--- src/rtl/icache_dm.sv ---
// Direct-mapped read-only instruction cache with word-serial line refill.
module icache_dm #(
  parameter int unsigned NUM_LINES      = 16,
  parameter int unsigned WORDS_PER_LINE = 4,
  parameter int unsigned ADDR_WIDTH     = 32
) (
  input  logic                  clk,
  input  logic                  rst,
  input  logic [ADDR_WIDTH-1:0] cpu_addr,
  output logic [31:0]           cpu_instr,
  output logic                  cpu_stall,
  output logic [ADDR_WIDTH-1:0] mem_addr,
  output logic                  mem_req,
  input  logic [31:0]           mem_rdata,
  input  logic                  mem_ready
);

  localparam int unsigned INDEX_BITS  = $clog2(NUM_LINES);
  localparam int unsigned OFFSET_BITS = $clog2(WORDS_PER_LINE);
  localparam int unsigned TAG_BITS    = ADDR_WIDTH - INDEX_BITS - OFFSET_BITS - 2;

  typedef enum logic {
    S_IDLE,
    S_REFILL
  } state_e;

  state_e                 state_q, state_d;
  logic [OFFSET_BITS-1:0] wcnt_q, wcnt_d;
  logic [TAG_BITS-1:0]    refill_tag_q, refill_tag_d;
  logic [INDEX_BITS-1:0]  refill_index_q, refill_index_d;
  logic [NUM_LINES-1:0]   valid_q, valid_d;

  // Line storage; contents are qualified by valid_q so they carry no reset.
  logic [31:0]         data_mem [NUM_LINES][WORDS_PER_LINE];
  logic [TAG_BITS-1:0] tag_mem  [NUM_LINES];

  logic                   data_we;
  logic                   tag_we;
  logic                   hit;
  logic [OFFSET_BITS-1:0] cpu_offset;
  logic [INDEX_BITS-1:0]  cpu_index;
  logic [TAG_BITS-1:0]    cpu_tag;
  logic                   addr_lsb_unused;

  // Split the fetch address into offset / index / tag fields.
  always_comb begin
    cpu_offset      = cpu_addr[OFFSET_BITS+1:2];
    cpu_index       = cpu_addr[OFFSET_BITS+2 +: INDEX_BITS];
    cpu_tag         = cpu_addr[ADDR_WIDTH-1 -: TAG_BITS];
    addr_lsb_unused = ^cpu_addr[1:0];
  end

  // Hit lookup and array read path, both purely combinational from cpu_addr.
  always_comb begin
    hit       = valid_q[cpu_index] && (tag_mem[cpu_index] == cpu_tag);
    cpu_instr = data_mem[cpu_index][cpu_offset];
  end

  // Next-state, refill bookkeeping and handshake outputs.
  always_comb begin
    state_d        = state_q;
    wcnt_d         = wcnt_q;
    refill_tag_d   = refill_tag_q;
    refill_index_d = refill_index_q;
    valid_d        = valid_q;
    data_we        = 1'b0;
    tag_we         = 1'b0;
    cpu_stall      = 1'b1;
    mem_req        = 1'b0;
    mem_addr       = '0;

    case (state_q)
      S_IDLE: begin
        cpu_stall = !hit;
        if (!hit) begin
          refill_tag_d   = cpu_tag;
          refill_index_d = cpu_index;
          wcnt_d         = '0;
          state_d        = S_REFILL;
        end
      end
      S_REFILL: begin
        cpu_stall = 1'b1;
        mem_req   = 1'b1;
        mem_addr  = {refill_tag_q, refill_index_q, wcnt_q, 2'b00};
        if (mem_ready) begin
          data_we = 1'b1;
          wcnt_d  = OFFSET_BITS'(wcnt_q + 1'b1);
          if (wcnt_q == OFFSET_BITS'(WORDS_PER_LINE - 1)) begin
            tag_we                  = 1'b1;
            valid_d[refill_index_q] = 1'b1;
            state_d                 = S_IDLE;
          end
        end
      end
      default: begin
        state_d = S_IDLE;
      end
    endcase

    // Reset holds the core off and drops the memory request immediately.
    if (rst) begin
      cpu_stall = 1'b1;
      mem_req   = 1'b0;
      data_we   = 1'b0;
      tag_we    = 1'b0;
    end
  end

  // Control state registers with synchronous reset.
  always_ff @(posedge clk) begin
    if (rst) begin
      state_q        <= S_IDLE;
      wcnt_q         <= '0;
      refill_tag_q   <= '0;
      refill_index_q <= '0;
      valid_q        <= '0;
    end else begin
      state_q        <= state_d;
      wcnt_q         <= wcnt_d;
      refill_tag_q   <= refill_tag_d;
      refill_index_q <= refill_index_d;
      valid_q        <= valid_d;
    end
  end

  // Data and tag array writes during refill.
  always_ff @(posedge clk) begin
    if (data_we) begin
      data_mem[refill_index_q][wcnt_q] <= mem_rdata;
    end
    if (tag_we) begin
      tag_mem[refill_index_q] <= refill_tag_q;
    end
  end

endmodule

--- config.mk ---
export PLATFORM = sky130hd
export DESIGN_NAME = icache_dm
export DESIGN_NICKNAME = d
export VERILOG_FILES = /design/src/rtl/icache_dm.sv
export SDC_FILE = /design/constraint.sdc
export NUM_CORES = 2
export LEC_CHECK = 0
export ABC_AREA = 1
export CAP_MARGIN = 20
export CELL_PAD_IN_SITES_DETAIL_PLACEMENT = 2
export CELL_PAD_IN_SITES_GLOBAL_PLACEMENT = 2
export CORE_MARGIN = 1
export CORE_UTILIZATION = 50
export CTS_BUF_LIST = sky130_fd_sc_hd__clkbuf_2 sky130_fd_sc_hd__clkbuf_4 sky130_fd_sc_hd__clkbuf_8
export DETAILED_ROUTE_END_ITERATION = 8
export HOLD_SLACK_MARGIN = 0.06
export PLACE_DENSITY = 0.89
export REMOVE_ABC_BUFFERS = 1
export SLEW_MARGIN = 5
export SYNTH_ARGS = -nofsm -noshare
export SYNTH_HDL_FRONTEND = slang
export SYNTH_SLANG_ARGS = --single-unit
--- constraint.sdc ---
create_clock -name clk -period 8.7 [get_ports clk]
set_clock_uncertainty 0.15 [all_clocks]
set_input_delay 2.175 -clock clk [delete_from_list [all_inputs] [get_ports clk]]
set_output_delay 2.175 -clock clk [all_outputs]
set_load 0.01 [all_outputs]
==> impl_metrics.py, run 1 <==
metrics = {
    "die": {
        "start_util_pct": 50.34,
        "die-width_um": 444.9,
        "die-height_um": 444.9,
        "row_count": 162,
        "io_pins": 133,
    },
    "clocking": {
        "root_buffer": "clkbuf_8",
        "cts_hold_buf": 0,
        "cts_resized": 0,
        "cts_max_level": 5,
        "clk_path_buf_depth": 4,
        "post-cts-setup-buffer-count": 0,
        "cts.sinks": 2479,
        "cts_buffers": 415,
    },
    "yosys": {
        "synth_flop_cell": "edfxtp_1",
        "synth_edf_count": 2432,
        "syn-instance-count": 7719,
        "synth_top_family_by_area": "compound AO/OA/AOI/OAI gates",
        "synth.cell_area_mm2": 0.09806,
        "synth_xor_area_share_pct": 0,
        "synth-simple-area-share_pct": 9.814,
        "synth-seq-area-share_pct": 75.43,
        "synthAdderAreaFrac_pct": 0.05104,
        "avgSynthCellArea_um2": 12.70,
        "synth.ff_latch_count": 2479,
        "yosysWarnings": 0,
        "async_flop_share_pct": 0,
        "synth.area.mux_share_pct": 0,
        "synth-compound-area-share_pct": 11.74,
        "synth_cell_types": 32,
    },
    "placement": {
        "routabilityCongestion": 0.8323,
        "io_buffers": 128,
        "hpwl_mm": 251.0,
        "place_inst": 10150,
    },
    "outcome": {
        "tool.error": "[ERROR DPL-0033] detailed placement checks failed during check placement.",
        "lastStage": "clock tree synthesis (4_1_cts)",
        "status": "did not finish",
    },
}
per-stage QoR:
step / TNS [ns] / utilization (%) / hold slack [ns] / area [µm²] / setup WS, ns
after global placement: 0 / 52.89 / 0.2885 / 103000 / 0.6966
after detailed placement: 0 / 52.92 / 0.3586 / 103100 / 0.2297
after floorplan: -105.78 / - / 0.2781 / 95610 / -2.241
cells in the mapped netlist, types with 28 or more instances:
| cell type | n | area share [%] |
|---|---|---|
| a21oi_1 | 47 | 0.24 |
| inv_1 | 114 | 0.44 |
| nor2_1 | 1516 | 5.8 |
| o32ai_1 | 28 | 0.25 |
| buf_4 | 31 | 0.24 |
| o21ai_0 | 1337 | 6.8 |
| dfxtp_1 | 47 | 0.96 |
| o22ai_1 | 641 | 4.1 |
| nand2_1 | 627 | 2.4 |
| nand3_1 | 295 | 1.5 |
| clkbuf_1 | 369 | 1.4 |
| edfxtp_1 | 2432 | 74 |
| buf_2 | 139 | 0.71 |
cells by family after synthesis:
logic type	after synthesis
buf+inv	678
compound gates	2102
simple gates	2455
fa+ha+maj	4
flops	2479
other cells	1
==> inputs of run 2 (changes only) <==
- CELL_PAD_IN_SITES_DETAIL_PLACEMENT: 2 -> default
- CELL_PAD_IN_SITES_GLOBAL_PLACEMENT: 2 -> default
- CORE_UTILIZATION: 50 -> 40
- CTS_BUF_LIST: sky130_fd_sc_hd__clkbuf_2 sky130_fd_sc_hd__clkbuf_4 sky130_fd_sc_hd__clkbuf_8 -> default
- HOLD_SLACK_MARGIN: 0.06 -> default
- PLACE_DENSITY: 0.89 -> default
- PLACE_DENSITY_LB_ADDON: default -> 0.15
==> run 2 against run 1 <==
  * The run now ends clean
  * Area after synthesis stayed put
  * Synthesized cell count stayed put
==> impl_metrics.py, run 2 <==
metrics = {
    "die": {
        "die-width_um": 497.1,
        "row_count": 181,
        "die-height_um": 497.1,
        "core_mm2": 0.2435,
        "io_pins": 133,
        "die_area_mm2": 0.2471,
        "start_util_pct": 40.28,
    },
    "final_layout": {
        "stdcell_area_mm2": 0.1128,
        "utilization_pct": 46.32,
        "fin_nets": 7927,
        "layout_common_cells": "2,432 x edfxtp_1, 1,436 x nor2_1, 1,337 x o21ai_0",
        "regMostFlops": "data_mem",
        "largest_register_ffs": 2048,
        "top_regs": "data_mem (2048), tag_mem (384), refill_tag_q (24)",
        "synthToLayoutAreaGrowth_pct": 15.01,
        "final_common_cell": "edfxtp_1",
        "drive_above_1_share_pct": 9.363,
    },
    "detailed_routing": {
        "drt_pre_antenna_iters": 6,
        "wirelength_mm": 304.4,
        "drt_iter0_drc": 6933,
        "detail_route.wl_per_cell_um": 27.08,
        "ant_nets": 0,
        "drc": 0,
        "viasPerCell": 5.720,
        "num_vias": 64310,
    },
    "critical_path": {
        "critical_path_class": "primary input to primary output",
        "worst_ep_arrival_time_ns": 5.79,
        "cpMaxStageDelayCell": "clkdlybuf4s50_1",
        "required_ns": 6.38,
        "start_kind": "primary input",
        "crit_chain": "buf_8 -> inv_16 -> buf_12 -> buf_4 -> nor2_1 -> o22ai_1 -> nor2_1 -> o32ai_1 -> a21boi_0 -> o22ai_1 -> clkdlybuf4s50_1",
        "endpoint_kind": "primary output",
        "path_max_fanout": 101,
        "slowest_delay_ns": 0.62,
    },
    "clocking": {
        "cts_tree": "built",
        "cts_resized": 0,
        "cts.sinks": 2479,
        "clk_path_buf_depth": 4,
        "cts_hold_buf": 0,
        "root_buffer": "clkbuf_16",
        "post-cts-setup-buffer-count": 0,
        "path_clk_slew_ns": 0.06,
        "cts_buffers": 283,
        "clock_latency_ns": 0.93,
        "cts_max_level": 5,
    },
    "power": {
        "power_density_mw_per_mm2": 228.1,
        "power_frac_seq_pct": 51.2,
        "combPwrFrac_pct": 6.1,
        "power_leakage_uw": 0.03669,
        "p_int_uw": 19960,
        "p_clk_share_pct": 42.7,
        "power.switching_uw": 5766,
        "peakVddDrop_v": 0.0001527,
        "swShare_pct": 22.41,
    },
    "timing": {
        "fmax_mhz": 123.2,
        "slew_violations": 0,
        "rsz0062_at_grt": "no",
        "hold-worst-slack_ns": 0.3109,
        "min_period_over_period_pct": 93.31,
        "finalCriticalPeriod_ns": 8.118,
        "worst_pin_slew_ns": 1.204,
        "max-slew-margin-rel_pct": 19.07,
        "setup_violations": 0,
        "final_hold_viol_count": 0,
        "setup_tns_ns": 0,
    },
    "yosys": {
        "synth-seq-area-share_pct": 75.43,
        "synth_flop_cell": "edfxtp_1",
        "synth_edf_count": 2432,
        "synth_cell_types": 32,
        "synth.area.top_cells": "edfxtp_1 74%, o21ai_0 6.8%, nor2_1 5.8%, o22ai_1 4.1%, nand2_1 2.4%",
        "syn-instance-count": 7719,
        "ys_top_cells_by_count": "2,432 x edfxtp_1, 1,516 x nor2_1, 1,337 x o21ai_0",
        "synth_most_common_cell": "edfxtp_1",
        "yosysWarnings": 0,
        "yosysTopAreaCell": "edfxtp_1",
        "async_flop_share_pct": 0,
        "synth.ff_latch_count": 2479,
        "synth_top_cell_area_share_pct": 74.47,
        "avgSynthCellArea_um2": 12.70,
        "synth.cell_area_mm2": 0.09806,
    },
    "global_routing": {
        "grt_max_degree": 120,
        "antenna_found_initial": 24,
        "grt.overflow.total": 0,
        "grtUsageTotal_pct": 24.08,
        "grt_pass1_wl_mm": 434.7,
        "grt_pass1_vias": 60350,
    },
    "outcome": {
        "status": "complete, no violations",
    },
    "placement": {
        "hpwl_mm": 159.9,
        "placedInstanceArea_mm2": 0.1039,
        "io_buffers": 128,
        "routabilityCongestion": 0.8097,
    },
    "worst_hold_path": {
        "hold_path.class": "flip-flop to flip-flop",
    },
    "flow_run": {
        "max_cap_violations": 0,
    },
}
run 2: per-layer routing:
layer  vias to the layer above  global-route usage [%]  part of all wire, %
li1                      28700                       -                    -
met1                     32590                   34.13                   43
met2                      2513                   38.75                   47
met3                       502                   3.610                  7.2
met4                        12                   6.197                  2.4
met5                         -                       0                0.026
run 2: metrics by stage:
| step | setup slack (ns) | total power [µW] | std cells |
|---|---|---|---|
| 4_1_cts | 0.6468 | 25880 | 11210 |
| 3_3_place_gp | 0.6574 | 14930 | 10740 |
| 3_5_place_dp | 0.6639 | 14950 | 10750 |
| 2_1_floorplan | -2.241 | 14100 | 7160 |
| 5_1_grt | 0.5128 | 26440 | 11240 |
| 6_report | 0.5820 | 25730 | 11240 |
run 2: final timing paths:
kind               start               to  slack (ns)  cells past startpoint
max          cpu_addr[4]     cpu_instr[1]        0.58                     11
min reg2reg  valid_q[15]      valid_q[15]        0.31                      2
max reg2reg      state_q  data_mem[3][24]        4.84                      6
min          valid_q[15]      valid_q[15]        0.31                      2
run 2: critical path, delay by kind of cell:
family                 cells  cell delay, ns
buffers and inverters      5            1.73
AND/OR/NAND/NOR            2            0.12
AO/OA/AOI/OAI              4            1.49
run 2: cells by family after synthesis:
kind of cell / Yosys count / synth area share [%]
compound gates: 2102 / 11.74
fa+ha+maj: 4 / 0.05104
buf+inv: 678 / 2.955
flops: 2479 / 75.43
other cells: 1 / 0.003824
simple gates: 2455 / 9.814
run 2: area by class of cell:
type,instances,area [µm²]
fillers,21500,130700
flip-flops and latches,2479,73970
multi-input cells,4563,21800
clock buffers,357,7507
repair buffers,411,4209
well taps,3202,4006
clock inverters,104,774.5
inverters,118,480.5
diodes,9,22.52
run 2: power by group through the flow:
stage          Combinational (µW)  Sequential [µW]  Clock (µW)
2_1_floorplan                 684            13400           0
3_3_place_gp                 1500            13400           0
3_5_place_dp                 1520            13400           0
4_1_cts                      1520            13200       11200
5_1_grt                      1690            13200       11600
6_report                     1560            13200       11000
No activity file was read; power rests on OpenSTA's default activity.
